$ cat src/rtl/rr_seq_arbiter.sv
// Round-robin arbiter and sequencer for one shared multi-cycle resource:
// fair owner pick, setup countdown, held grant, then one recovery cycle.
module rr_seq_arbiter #(
  parameter int unsigned N            = 4,
  parameter int unsigned SETUP_CYCLES = 3,
  parameter int unsigned TIMEOUT      = 255,
  localparam int unsigned OW          = (N <= 2) ? 1 : $clog2(N)
) (
  input  logic          clk,
  input  logic          rst,
  input  logic [N-1:0]  req,
  input  logic [N-1:0]  rel,
  output logic [N-1:0]  gnt,
  output logic          ready,
  output logic          busy,
  output logic [OW-1:0] owner,
  output logic          timeout_err
);

  localparam int unsigned IW = OW + 1;
  localparam int unsigned SW = 8;
  localparam int unsigned TW = 16;
  localparam logic [N-1:0]  GNT_ONE = {{(N-1){1'b0}}, 1'b1};
  localparam logic [TW-1:0] TO_LAST = (TIMEOUT == 0) ? '0 : TW'(TIMEOUT - 1);

  typedef enum logic [1:0] {S_IDLE, S_SETUP, S_ACTIVE, S_RECOVER} state_t;

  state_t          state, state_nx;
  logic [N-1:0]    gnt_nx;
  logic            ready_nx, busy_nx, terr_nx;
  logic [OW-1:0]   owner_nx, ptr, ptr_nx, sel, ptr_after;
  logic [SW-1:0]   scnt, scnt_nx;
  logic [TW-1:0]   tcnt, tcnt_nx;
  logic [IW-1:0]   idx;
  logic            found, req_own, rel_own, to_hit;

  // First requester at or above the pointer, wrapping modulo N.
  always_comb begin
    sel   = ptr;
    found = 1'b0;
    idx   = '0;
    for (int i = 0; i < N; i++) begin
      idx = IW'(ptr) + IW'(i);
      if (idx >= IW'(N)) idx = idx - IW'(N);
      if (!found && req[idx[OW-1:0]]) begin
        found = 1'b1;
        sel   = idx[OW-1:0];
      end
    end
  end

  assign ptr_after = (owner == OW'(N - 1)) ? '0 : owner + OW'(1);
  assign req_own   = req[owner];
  assign rel_own   = rel[owner];
  assign to_hit    = (TIMEOUT != 0) && (tcnt == TO_LAST);

  // Next-state and next-output logic; every output is registered below.
  always_comb begin
    state_nx = state;
    gnt_nx   = gnt;
    ready_nx = ready;
    busy_nx  = busy;
    owner_nx = owner;
    terr_nx  = 1'b0;
    ptr_nx   = ptr;
    scnt_nx  = scnt;
    tcnt_nx  = tcnt;
    case (state)
      S_IDLE: begin
        if (found) begin
          state_nx = S_SETUP;
          owner_nx = sel;
          gnt_nx   = GNT_ONE << sel;
          busy_nx  = 1'b1;
          scnt_nx  = SW'(SETUP_CYCLES - 1);
        end
      end
      S_SETUP: begin
        if (!req_own) begin
          state_nx = S_RECOVER;
          gnt_nx   = '0;
          ptr_nx   = ptr_after;
        end else if (scnt == '0) begin
          state_nx = S_ACTIVE;
          ready_nx = 1'b1;
          tcnt_nx  = '0;
        end else begin
          scnt_nx  = scnt - SW'(1);
        end
      end
      S_ACTIVE: begin
        if (rel_own || !req_own || to_hit) begin
          state_nx = S_RECOVER;
          gnt_nx   = '0;
          ready_nx = 1'b0;
          ptr_nx   = ptr_after;
          // Forced release only when nothing else ended the ownership.
          terr_nx  = to_hit && !rel_own && req_own;
        end else if (tcnt != '1) begin
          tcnt_nx  = tcnt + TW'(1);
        end
      end
      S_RECOVER: begin
        state_nx = S_IDLE;
        busy_nx  = 1'b0;
      end
      default: begin
        state_nx = S_IDLE;
        gnt_nx   = '0;
        ready_nx = 1'b0;
        busy_nx  = 1'b0;
      end
    endcase
  end

  always_ff @(posedge clk or posedge rst) begin
    if (rst) begin
      state       <= S_IDLE;
      gnt         <= '0;
      ready       <= 1'b0;
      busy        <= 1'b0;
      owner       <= '0;
      timeout_err <= 1'b0;
      ptr         <= '0;
      scnt        <= '0;
      tcnt        <= '0;
    end else begin
      state       <= state_nx;
      gnt         <= gnt_nx;
      ready       <= ready_nx;
      busy        <= busy_nx;
      owner       <= owner_nx;
      timeout_err <= terr_nx;
      ptr         <= ptr_nx;
      scnt        <= scnt_nx;
      tcnt        <= tcnt_nx;
    end
  end

endmodule

$ cat config.mk
export PLATFORM = sky130hd
export DESIGN_NAME = rr_seq_arbiter
export DESIGN_NICKNAME = d
export VERILOG_FILES = /design/src/rtl/rr_seq_arbiter.sv
export SDC_FILE = /design/constraint.sdc
export NUM_CORES = 1
export LEC_CHECK = 0
export BUFFER_PORTS_ARGS = -buffer_cell sky130_fd_sc_hd__buf_4
export CORE_MARGIN = 5
export CORE_UTILIZATION = 56
export CTS_BUF_LIST = sky130_fd_sc_hd__clkbuf_2 sky130_fd_sc_hd__clkbuf_4 sky130_fd_sc_hd__clkbuf_8
export CTS_CLUSTER_DIAMETER = 150
export DETAILED_ROUTE_END_ITERATION = 6
export PLACE_DENSITY = 0.78
export RECOVER_POWER = 25
export SYNTH_ARGS = -nofsm -noshare
export SYNTH_HDL_FRONTEND = slang
export SYNTH_SLANG_ARGS = --single-unit
$ cat constraint.sdc
create_clock -name clk -period 2 [get_ports clk]
set_input_delay 0.1 -clock clk [delete_from_list [all_inputs] [get_ports clk]]
set_output_delay 0.1 -clock clk [all_outputs]
set_load 0.01 [all_outputs]
# Yosys cells after proc, flatten, opt, wreduce, memory -nomap -nowiden
# Index checks and enable logic that the tools add are counted.
dict set report totals {
  reg_bits 37
  in_bits 10
  output_inout_bits 9
  elab_cells 124
}
dict set report classes {
  addsub 10
  order_cmp 9
  n_eq_ne 15
  n_shift 1
  n_mux 54
  n_reduce_logical 26
}
# cell n
set ops {}
lappend ops {{16-bit two-way mux} 4}
lappend ops {{16-bit case mux with 2 select lines} 1}
lappend ops {{2-bit two-way mux} 15}
lappend ops {{8-bit two-way mux} 3}
lappend ops {{16-bit by 1-bit adder with 16-bit output (second input constant)} 1}
lappend ops {{16-bit by 8-bit equality test with 1-bit output (second input constant)} 1}
lappend ops {{1-bit two-way mux} 16}
lappend ops {{16-bit != test (second input constant)} 1}
lappend ops {{2-bit != test (second input constant)} 8}
lappend ops {{8-bit case mux with 2 select lines} 1}
lappend ops {{2-bit by 3-bit less-than comparator with 1-bit output (second input constant)} 5}
lappend ops {{1-bit binary-select mux with 2-bit select} 6}
lappend ops {{4-bit two-way mux} 3}
lappend ops {{4-bit case mux with 3 select lines} 1}
lappend ops {{4-bit AND reduction} 3}
lappend ops {{3-bit greater-or-equal comparator (second input constant)} 3}
lappend ops {{8-bit zero test} 1}
lappend ops {{2-bit case mux with 4 select lines} 1}
lappend ops {{2-bit by 1-bit subtractor with 2-bit output (second input constant)} 4}
lappend ops {{8-bit by 1-bit subtractor with 8-bit output (second input constant)} 1}
lappend ops {{2-bit by 2-bit adder with 3-bit output (second input constant)} 2}
lappend ops {{2-bit equality test (second input constant)} 3}
lappend ops {{3-bit AND reduction} 2}
lappend ops {{2-bit nonzero test} 3}
lappend ops {{other kinds (15)} 26}

# Longest topological paths before layout
dict set report logic_depth {
  depth_word 17
  depth_mapped 9
  depth_no_buf 7
}

# Worst setup path after synthesis
# No wires, ideal clock.
dict set report synth_timing {
  path_type {reg-to-reg}
  from {register owner[0]}
  to {register gnt[0]}
  setup_time_ps 125
  t_arrival_ps 2026
  required_ps 1875
  path_slack_ps -150
  path_stages_with_launch 7
  n_path_buf 1
  synth_period_minus_slack_ps 2150
  path_cell_list {dfrtp_1 > mux4_2 > nor2b_1 > buf_4 > a31oi_1 > nand2_1 > mux2_2}
}
dict set report synth_via {
  elab_chain_cells 7
  word_cells_on_any_way 10
  classes_between {eq/ne (2); mux (4); reduce/logical (4)}
}
# item line_no
set synth_rtl {}
lappend synth_rtl {{start, declared} 16} ;# output logic [OW-1:0] owner,
lappend synth_rtl {{start signal, assigned} 132} ;# owner <= owner_nx;
lappend synth_rtl {{1-bit binary-select mux with 2-bit select} 53} ;# assign req_own = req[owner];
lappend synth_rtl {{1-bit two-way mux (implied by the code)} 53}
lappend synth_rtl {{1-bit zero test} 92} ;# if (rel_own || !req_own || to_hit) begin
lappend synth_rtl {{1-bit logical OR (2 in a row)} 92}
lappend synth_rtl {{2-bit != test (no source line)} -}
lappend synth_rtl {{4-bit AND reduction (no source line) (*)} -}
lappend synth_rtl {{end signal, assigned} 129} ;# gnt <= gnt_nx;
lappend synth_rtl {{end, declared} 13} ;# output logic [N-1:0] gnt,
# Mark *: on every way between the ends. The rest lies on a longest branch, timed or not. The select of a mux whose other input is x is not followed.
# A chain may end at the register's enable or synchronous reset.

# Worst setup path after layout
dict set report layout_timing {
  from {register state[1]}
  to {register tcnt[8]}
}
dict set report layout_via {
  elab_chain_cells 3
  word_cells_on_any_way 9
  classes_between {eq/ne (6); mux (1); reduce/logical (2)}
}
# item line_no
set layout_rtl {}
lappend layout_rtl {{start, declared} 28} ;# state_t state, state_nx;
lappend layout_rtl {{start signal, assigned} 128} ;# state <= state_nx;
lappend layout_rtl {{2-bit equality test / 2-bit by 1-bit equality test with 1-bit output (equally long branches)} 68} ;# case (state)
lappend layout_rtl {{2-bit != test (no source line) / 2-bit nonzero test (equally long branches)} -}
lappend layout_rtl {{5-bit AND reduction (no source line)} -}
lappend layout_rtl {{end signal, assigned} 136} ;# tcnt <= tcnt_nx;
lappend layout_rtl {{end, declared} 33} ;# logic [TW-1:0] tcnt, tcnt_nx;
# Parallel ways exist; a longest one is shown, timed or not.

==> results.yml <==
worst_setup_path:
  worstPathCellList: "inv_1 > ha_1 > nor2b_1 > a41oi_4 > nand3b_4 > or4_1 > a21oi_1"
  r2r_start: "state[1]"
  cp.depth: 7
  cpMaxStageDelayCell: "or4_1"
  critPathCaptureType: "register"
  crit_path_end: "tcnt[8]"
  required_ns: 2.20
  critPathMaxStageDelay_ns: 0.53
  rrSetupSlack_ns: -0.28
  critPathKind: "register to register"
  critPathBufInv: 1
  worstReg2RegEnd: "tcnt[8]"
  start_kind: "register"
  worstPathMaxFanout: 6
  reg2reg_depth: 7
  crit_start: "state[1]"
  crit_family: "simple AND/OR/NAND/NOR gates"
  arrival_ns: 2.49
place:
  gp_congestion: 0.856
  io_buffers: 18
  place_area_mm2: 0.00289
  place_hpwl_um: 4150
drt:
  drtIter0Drc: 551
  ant_nets: 0
  route.detailed.drc: 0
  wl_per_cell_um: 24.6
  vias: 2784
  avgViaCountPerCell: 7.19
  first_pass_iters: 6
  wl_um: 9510
sta:
  tns_ns: -3.52
  fmax_ghz: 0.438
  slew_headroom: 0.368
  report.final.slew_viol_count: 0
  worst_slack_ns: -0.284
  hold_viol: 0
  clock_skew_ns: 0.0108
  rsz0062_at_grt: "true"
  tightestPinTransition_ns: 0.948
  fin_crit_sh: 1.14
  finalSetupViolCount: 28
  period_needed_ns: 2.28
die:
  die-area_mm2: 0.00556
  core_area_mm2: 0.00403
  fp-row-count: 23
  initial_core_util: 0.580
  die_h_um: 74.6
  ioPinCount: 19
  die_w_um: 74.6
yosys:
  synth_flop_cell: "dfrtp_1"
  synth_cell_types: 50
  synth_warnings: 0
  yosys-top-cells-area: "dfrtp_1 40%, ha_1 5.4%, a21oi_1 4.5%, nand2_1 3.5%, or4_1 3.5%"
  async_flop_share: 1.00
  synth_top_cell_area_share: 0.396
  synth_fp_nets: 272
  synth_seq_cells: 37
  ys_seq_area_frac: 0.396
  synth_cells: 252
  synth_area_leader_cell: "dfrtp_1"
  synth_edf_count: 0
  syn-cell-area_mm2: 0.00234
  syn_avg_cell_area_um2: 9.27
finish:
  nets: 356
  fillers: 199
  area_growth_pct: 46.9
  regArea_um2: 927
  multi_input_area_mm2: 0.00164
  design_area_mm2: 0.00343
  diodes: 0
  drive_gt1_frac: 0.439
pwr:
  vdd_drop_max_mv: 1.20
  power_density_mw_per_mm2: 1390
  finalPower_mw: 4.77
  leakage_nw: 1.52
grt:
  grtUsageTotal: 0.271
  antenna_found_initial: 0
  grt_remaining_overflow: 0
  grt_pass1_wl_um: 11500
  grt_pass1_vias: 2444
  grt_max_degree: 38
clocking:
  cts_tree: "built"
  cts_buffers: 5
  clk_latency_ns: 0.31
  htree_levels: 2
  cts.clk_slew.worst_paths_ns: 0.08
  clock-root-buffer: "clkbuf_8"
  cts.sinks: 37
  clock_path_buffers: 2
flow_run:
  drv_cap: 0
min_path:
  hold_class: "primary input to register"
  hold_depth: 3
run_status:
  violations: "setup timing"
  status: "finished, violations left"
[metal layers]
layer | global-route usage | wire length (um) | vias to the layer above
li1 | - | - | 1131
met4 | 0.144 | 638 | 0
met1 | 0.339 | 3440 | 1322
met3 | 0.0500 | 1030 | 82
met2 | 0.446 | 4400 | 249
met5 | 0 | 0 | -
[through the flow]
stage | hold slack, ns | instances | utilization | setup WS [ns]
detailed placement | 0.252 | 364 | 0.716 | -0.229
CTS | 0.337 | 381 | 0.784 | -0.0690
finish | 0.395 | 387 | 0.852 | -0.284
global route | 0.424 | 387 | 0.852 | -0.403
global placement | 0.238 | 364 | 0.716 | -0.195
floorplan | 0.280 | 252 | - | -0.0332
[report_power, final]
| group | internal, mW | total (mW) | switching, mW |
|---|---|---|---|
| Sequential | 0.940 | 1.16 | 0.222 |
| Clock | 0.255 | 0.549 | 0.294 |
| Combinational | 1.47 | 3.06 | 1.59 |
[layout make-up]
class                           instances  share of cell area
Clock inverter                          2             0.00292
Multi-Input combinational cell        195               0.477
Clock buffer                            6              0.0222
Sequential cell                        37               0.270
Tap cell                               50              0.0182
Timing Repair Buffer                   84               0.195
Inverter                               13              0.0142
[synthesized netlist by cell type, types with 5 or more instances]
master	instances
a21oi_1	21
a31oi_1	8
and3_1	5
dfrtp_1	37
ha_1	10
inv_1	13
mux2_2	6
nand2_1	22
nand2b_1	6
nand3_1	6
nand4_1	6
nor2_1	15
nor3_1	6
o21ai_0	12
o31ai_1	9
or4_1	11
[state kept, by name, indices dropped and copies added (netlist names)]
| signal | cells |
|---|---|
| ready | 1 |
| owner | 2 |
| scnt | 8 |
| ptr | 2 |
| state | 2 |
| gnt | 4 |
| busy | 1 |
| timeout_err | 1 |
| tcnt | 16 |
[worst min path at each step]
stage                 from       end  slack (ns)
floorplan              rst      busy        0.28
global placement       rst   tcnt[6]        0.24
detailed placement     rst   tcnt[6]        0.25
CTS                 req[3]  owner[1]        0.34
global route        req[3]  owner[1]        0.42
finish              req[3]  owner[1]        0.40
[cell usage in the layout, fill, tap and decap left out, types with 3 or more instances in the layout]
cell | Yosys | final
a21oi_1 | 21 | 12
a21oi_2 | 0 | 8
a31oi_1 | 8 | 6
and3_1 | 5 | 5
buf_4 | 2 | 73
buf_6 | 1 | 7
clkbuf_8 | 0 | 5
dfrtp_1 | 37 | 36
ha_1 | 10 | 8
inv_1 | 13 | 10
inv_2 | 0 | 3
mux2_4 | 0 | 4
nand2_1 | 22 | 18
nand2_2 | 0 | 3
nand2b_1 | 6 | 6
nand3_1 | 6 | 6
nand3b_4 | 1 | 3
nand4_1 | 6 | 6
nor2_1 | 15 | 15
nor2b_1 | 4 | 3
nor3_1 | 6 | 4
o211ai_1 | 3 | 3
o21ai_0 | 12 | 10
o22ai_1 | 3 | 3
o31ai_1 | 9 | 8
or3_1 | 4 | 4
or4_1 | 11 | 7
or4_4 | 0 | 4
[worst register-to-register path, stage by stage (launching register included)]
cell and delay (ns):
dfrtp_1 0.40, inv_1 0.10, ha_1 0.29, nor2b_1 0.29, a41oi_4 0.09, nand3b_4 0.25, or4_1 0.53, a21oi_1 0.24
[timing repair]
action                                 CTS  global route
endpoints found under the hold margin   37             0
hold buffers                             1             0
setup endpoints to repair               25            28
pin swaps                               20            13
resized for setup                       24            45
buffers inserted                         6             6
cloned                                   2             0
[cell families (layout without fill, tap and decap cells)]
group | Yosys count | count (layout) | share of synthesized area
AO/OA/AOI/OAI | 68 | 68 | 0.191
adder cells (fa/ha/maj) | 10 | 10 | 0.0536
buffers and inverters | 22 | 105 | 0.0428
flip-flops | 37 | 37 | 0.396
multiplexers | 9 | 9 | 0.0541
AND/OR/NAND/NOR | 106 | 108 | 0.262
Note: power is estimated with default switching activity, not from simulation.
